===== config.mk =====
export PLATFORM = sky130hd
export DESIGN_NAME = sym_delay_align_ctrl
export DESIGN_NICKNAME = d
export VERILOG_FILES = /design/src/rtl/sym_delay_align_ctrl.sv
export SDC_FILE = /design/constraint.sdc
export NUM_CORES = 1
export LEC_CHECK = 0
export CORE_MARGIN = 1.5
export CORE_UTILIZATION = 50
export CTS_CLUSTER_DIAMETER = 100
export DETAILED_ROUTE_END_ITERATION = 10
export PLACE_DENSITY = 0.71
export SYNTH_ARGS = -nofsm -noshare
export SYNTH_HDL_FRONTEND = slang
export SYNTH_SLANG_ARGS = --single-unit

===== constraint.sdc =====
create_clock -name clk -period 9.07 [get_ports clk]
set_input_delay 1.814 -clock clk [delete_from_list [all_inputs] [get_ports clk]]
set_output_delay 1.814 -clock clk [all_outputs]
set_load 0.005 [all_outputs]

===== src/rtl/sym_delay_align_ctrl.sv =====
// Symbol delay sweep controller: steps the delay line select over a range,
// correlates delayed symbols against the reference and locks to the best.
module sym_delay_align_ctrl #(
   parameter int DELAY_MIN = 0,
   parameter int DELAY_MAX = 255,
   parameter int LOG_N     = 8,
   parameter int SETTLE    = 2
) (
   input  logic                      clk,
   input  logic                      reset_n,
   input  logic                      sam_clk_en,
   input  logic                      sym_clk_en,
   input  logic                      start,
   input  logic                      manual_en,
   input  logic [7:0]                manual_delay,
   input  logic signed [17:0]        ref_sym,
   input  logic signed [17:0]        dly_sym,
   output logic [7:0]                delay,
   output logic                      busy,
   output logic                      done,
   output logic                      locked,
   output logic [7:0]                best_delay,
   output logic signed [36+LOG_N-1:0] best_metric
);

   localparam int AW = 36 + LOG_N;
   localparam logic [7:0] DMIN = 8'(DELAY_MIN);
   localparam logic [7:0] DMAX = 8'(DELAY_MAX);
   localparam logic [3:0] SET_LAST = 4'(SETTLE - 1);
   localparam logic [3:0] SET_ONE = 4'd1;
   localparam logic [LOG_N-1:0] SYM_LAST = '1;
   localparam logic [LOG_N-1:0] SYM_ONE = LOG_N'(1);

   typedef enum logic [1:0] {
      ST_IDLE,
      ST_SETTLE,
      ST_ACCUM,
      ST_COMPARE
   } state_t;

   state_t state, state_nxt;

   logic [7:0]           delay_nxt;
   logic [3:0]           settle_cnt, settle_nxt;
   logic [LOG_N-1:0]     sym_cnt, sym_nxt;
   logic signed [AW-1:0] acc, acc_nxt;
   logic                 best_valid, bv_nxt;
   logic [7:0]           bd_nxt;
   logic signed [AW-1:0] bm_nxt;
   logic                 done_nxt;
   logic                 locked_nxt;
   logic                 win;

   logic signed [35:0]   prod;
   logic signed [AW-1:0] prod_ext;
   logic                 unused_sam;

   assign unused_sam = sam_clk_en;

   // Full-precision product, widened so 2^LOG_N terms cannot overflow
   assign prod     = ref_sym * dly_sym;
   assign prod_ext = {{LOG_N{prod[35]}}, prod};

   assign busy = (state != ST_IDLE);

   always_ff @(posedge clk or negedge reset_n) begin
      if (!reset_n) begin
         state       <= ST_IDLE;
         delay       <= '0;
         settle_cnt  <= '0;
         sym_cnt     <= '0;
         acc         <= '0;
         best_valid  <= 1'b0;
         best_delay  <= '0;
         best_metric <= '0;
         done        <= 1'b0;
         locked      <= 1'b0;
      end else begin
         state       <= state_nxt;
         delay       <= delay_nxt;
         settle_cnt  <= settle_nxt;
         sym_cnt     <= sym_nxt;
         acc         <= acc_nxt;
         best_valid  <= bv_nxt;
         best_delay  <= bd_nxt;
         best_metric <= bm_nxt;
         done        <= done_nxt;
         locked      <= locked_nxt;
      end
   end

   always_comb begin
      state_nxt  = state;
      delay_nxt  = delay;
      settle_nxt = settle_cnt;
      sym_nxt    = sym_cnt;
      acc_nxt    = acc;
      bv_nxt     = best_valid;
      bd_nxt     = best_delay;
      bm_nxt     = best_metric;
      done_nxt   = 1'b0;
      locked_nxt = locked;
      win        = 1'b0;

      unique case (state)
         ST_IDLE: begin
            if (start) begin
               delay_nxt  = DMIN;
               settle_nxt = '0;
               sym_nxt    = '0;
               acc_nxt    = '0;
               bv_nxt     = 1'b0;
               locked_nxt = 1'b0;
               state_nxt  = ST_SETTLE;
            end else if (manual_en) begin
               delay_nxt  = manual_delay;
               locked_nxt = 1'b0;
            end
         end

         ST_SETTLE: begin
            if (SETTLE == 0) begin
               state_nxt = ST_ACCUM;
            end else if (sym_clk_en) begin
               if (settle_cnt == SET_LAST) begin
                  settle_nxt = '0;
                  state_nxt  = ST_ACCUM;
               end else begin
                  settle_nxt = settle_cnt + SET_ONE;
               end
            end
         end

         ST_ACCUM: begin
            if (sym_clk_en) begin
               acc_nxt = acc + prod_ext;
               sym_nxt = sym_cnt + SYM_ONE;
               if (sym_cnt == SYM_LAST) begin
                  state_nxt = ST_COMPARE;
               end
            end
         end

         ST_COMPARE: begin
            // Strict compare: on a tie the earlier setting is kept
            win = !best_valid || (acc > best_metric);
            if (win) begin
               bm_nxt = acc;
               bd_nxt = delay;
               bv_nxt = 1'b1;
            end
            if (delay == DMAX) begin
               delay_nxt  = win ? delay : best_delay;
               done_nxt   = 1'b1;
               locked_nxt = 1'b1;
               state_nxt  = ST_IDLE;
            end else begin
               delay_nxt  = delay + 8'd1;
               acc_nxt    = '0;
               settle_nxt = '0;
               sym_nxt    = '0;
               state_nxt  = ST_SETTLE;
            end
         end

         default: begin
            state_nxt = ST_IDLE;
         end
      endcase
   end

endmodule


==> impl_results.md, run 1 <==
- Ys async rst share: 100.0%
- Post-placement cell area: 23,040 um^2
- Initial antenna violation count: 0
- Largest family of logic cells by synthesized area: adder cells
- Hold Crit Class: reg2reg
- Chip width: 207.9 um
- Cts bufs inserted: 17
- Worst-Margin Slew: 0.8280 ns
- Share of cells above drive strength 1: 5.870%
- Most frequent CP cell: fa_1
- Seq cells post-synth: 121
- Clock slew at reported path FFs: 0.05 ns
- CTS tree: done
- Number of hold buffers added after CTS: 0
- CP startpoint kind: input pin
- Post-route cell area: 23,690 um^2
- Final Hold Fails: 0
- Final nets: 2,954
- Register area share after synthesis: 14.42%
- DR vias: 15,450
- Area leader, netlist: fa_1
- Starting Density: 51.09%
- Critical hold path startpoint: sym_cnt[1]
- Routed Antenna Nets: 0
- I/O pin count: 113
- FF+latch area: 3028 um^2
- Final setup viols: 0
- Htree depth: 4
- Largest net degree at the start of global routing: 63
- Fin cells: 2,866
- Critical R2R Launch: acc[10]
- Max Fanout on Critical Path: 10
- Dominant synthesized flop cell: dfrtp_1
- Critical path startpoint: dly_sym[1]
- Data arrival, critical path: 8.88 ns
- DRC: 0
- Hpwl dp: 42,040 um
- Bufs on Longest Clock Path: 2
- CTS root buffer: clkbuf_16
- I/O Buffers: 111
- Fin util: 57.62%
- CP Cell Sequence: clkdlybuf4s50_1 > buf_4 > and2_1 > fa_1 > fa_1 > inv_1 > fa_1 > inv_1 > fa_1 > inv_1 > fa_1 > inv_1 > fa_1 > ha_1 > ha_1 > a21oi_1 > nor2b_1 > or3_1 > a41oi_1 > o21ai_1 > a211oi_2 > o21ai_0 > xnor2_1 > o22ai_1
- Placed cell count: 2,834
- Clock skew: 0.01429 ns
- Slew HR: 44.80%
- Vias in the first global route: 16,780
- Slowest library cell on the worst path: clkdlybuf4s50_1
- Router iterations before antenna repair: 6
- RSZ-0062 raised after global routing: no
- Simple-gate portion of the synthesized area: 13.18%
- Grt ovf: 0
- Mapped Cells: 2,187
- Final TNS setup: 0 ns
- Core Region: 41,110 um^2
- Row count: 74
- Die H: 207.9 um
- Mapped Area: 21,000 um^2
- Post_cts resized: 0
- Synth top area share: 38.13%
- Area Growth Syn to Fin: 12.78%
- GRT Util Overall: 24.06%
- Crit-path max cell delay: 0.62 ns
- Synth Area in Compound Gates: 7.995%
- Top cells by area, synth: fa_1 (38%), dfrtp_1 (14%), ha_1 (11%)
- Mean Syn Cell Area: 9.603 um^2
- 1st-iter DRT viols: 855
- Number of synthesized flops with an enable pin: 0
- Slew Limit Fails: 0
- Most common cell after layout, fill and taps aside: inv_1
- Final GP Congestion: 0.9162
- Fillers: 3,529
- First-pass GRT wire length: 83,470 um
- Clk sinks: 121
- Outcome: finished, final reports clean
- CP endpoint kind: flip-flop
- Final period util: 94.82%
- Fin crit period: 8.600 ns
- Fmax: 0.1163 GHz
- Routed WL: 49,580 um
- Multiplexer area fraction after synthesis: 3.015%
- Post-synthesis adder-cell area fraction: 49.03%
- Synth cell types: 76
- YS warnings: 0
- Post-synthesis xor/xnor area fraction: 1.752%
- MaxCap Viol Count: 0
- Via density: 5.390
- Postcts setup bufs: 0
- Antenna diodes: 0
- Req. time, crit path: 9.35 ns
- Most frequent cells in the layout: inv_1 (505), fa_1 (400), nand2_1 (221), ha_1 (183), and2_1 (175)
- Post-Syn Nets: 2,820
- Die area: 43,240 um^2
- Multi-input logic area: 15,750 um^2
- Drt wl/cell: 17.30 um
- Clock Latency Late Sink: 0.43 ns
- Crit Path Class: in2reg
-- flip-flops by register name, summed over array words and instances (netlist names) --
name	flops
acc	44
best_delay	8
best_metric	44
best_valid	1
delay	8
done	1
locked	1
settle_cnt	4
state	2
sym_cnt	8
-- worst max-delay path, delay by kind of cell --
family / cells / cell delay, ns
buffers and inverters: 6 / 1.11
adders and majority gates: 8 / 3.56
AOI/OAI and AO/OA: 6 / 1.45
and+or+nand+nor: 3 / 0.68
xor gates and xnor gates: 1 / 0.27
-- kinds of logic (layout without fill, tap and decap cells) --
| family | count (synthesis) | in the layout |
|---|---|---|
| compound gates | 256 | 256 |
| xor+xnor | 42 | 42 |
| fa+ha+maj | 583 | 583 |
| buf+inv | 576 | 723 |
| flops | 121 | 121 |
| mux | 57 | 57 |
| simple gates | 552 | 552 |
-- worst paths after layout --
path / to / slack (ns) / cells after the start
setup / recovery: acc[37] / 0.47 / 24
hold / removal: sym_cnt[1] / 0.50 / 2
setup reg to reg: acc[37] / 3.45 / 19
hold reg to reg: sym_cnt[1] / 0.50 / 2
max in group asynchronous: acc[40] / 6.26 / 2
min in group asynchronous: best_metric[37] / 1.49 / 1
-- per-layer routing --
layer  GRT usage (%)  vias to the layer above  wire length [um]
li1                -                     7030                 -
met4           5.286                        0               918
met5               0                        -                 0
met3           3.517                       68              2351
met1           31.09                     7981             20220
met2           42.85                      368             26090
-- Yosys cell counts, types with 26 or more instances --
library cell and n:
nand3_1 26, o21ai_0 61, mux2i_1 42, nand2_1 221, dfrtp_1 121, and2_1 175, inv_1 505, clkbuf_1 62
ha_1 183, xnor2_1 31, nor2_1 55, fa_1 400, a21oi_1 64
-- per-stage QoR --
step | worst slack [ns] | hold slack [ns]
2_1_floorplan | 0.5325 | 0.4528
3_5_place_dp | 0.1174 | 0.4897
3_3_place_gp | 0.2019 | 0.4732
4_1_cts | 0.5195 | 0.5020
5_1_grt | 0.2094 | 0.5301
6_report | 0.4700 | 0.5007
-- cell type report --
| class | instances | share of cell area [%] |
|---|---|---|
| Multi-Input combinational cell | 1490 | 66.48 |
| Sequential cell | 121 | 12.78 |
| Inverter | 506 | 8.019 |
| Timing Repair Buffer | 185 | 7.184 |
| Tap cell | 532 | 2.810 |
| Clock buffer | 20 | 1.886 |
| Clock inverter | 12 | 0.8347 |
Power of run 1 is left out: the tool's default activity adds up to more than one toggle a clock period on the data nets, which glitch-free logic cannot reach.
==> run 2: changes to the inputs <==
ABC_CLOCK_PERIOD_IN_PS = 9070   (was not set)
==> results of run 2 <==
The final DEF is identical to that of run 1; final timing and power are the same.
Power of run 2 is left out for the same reason.
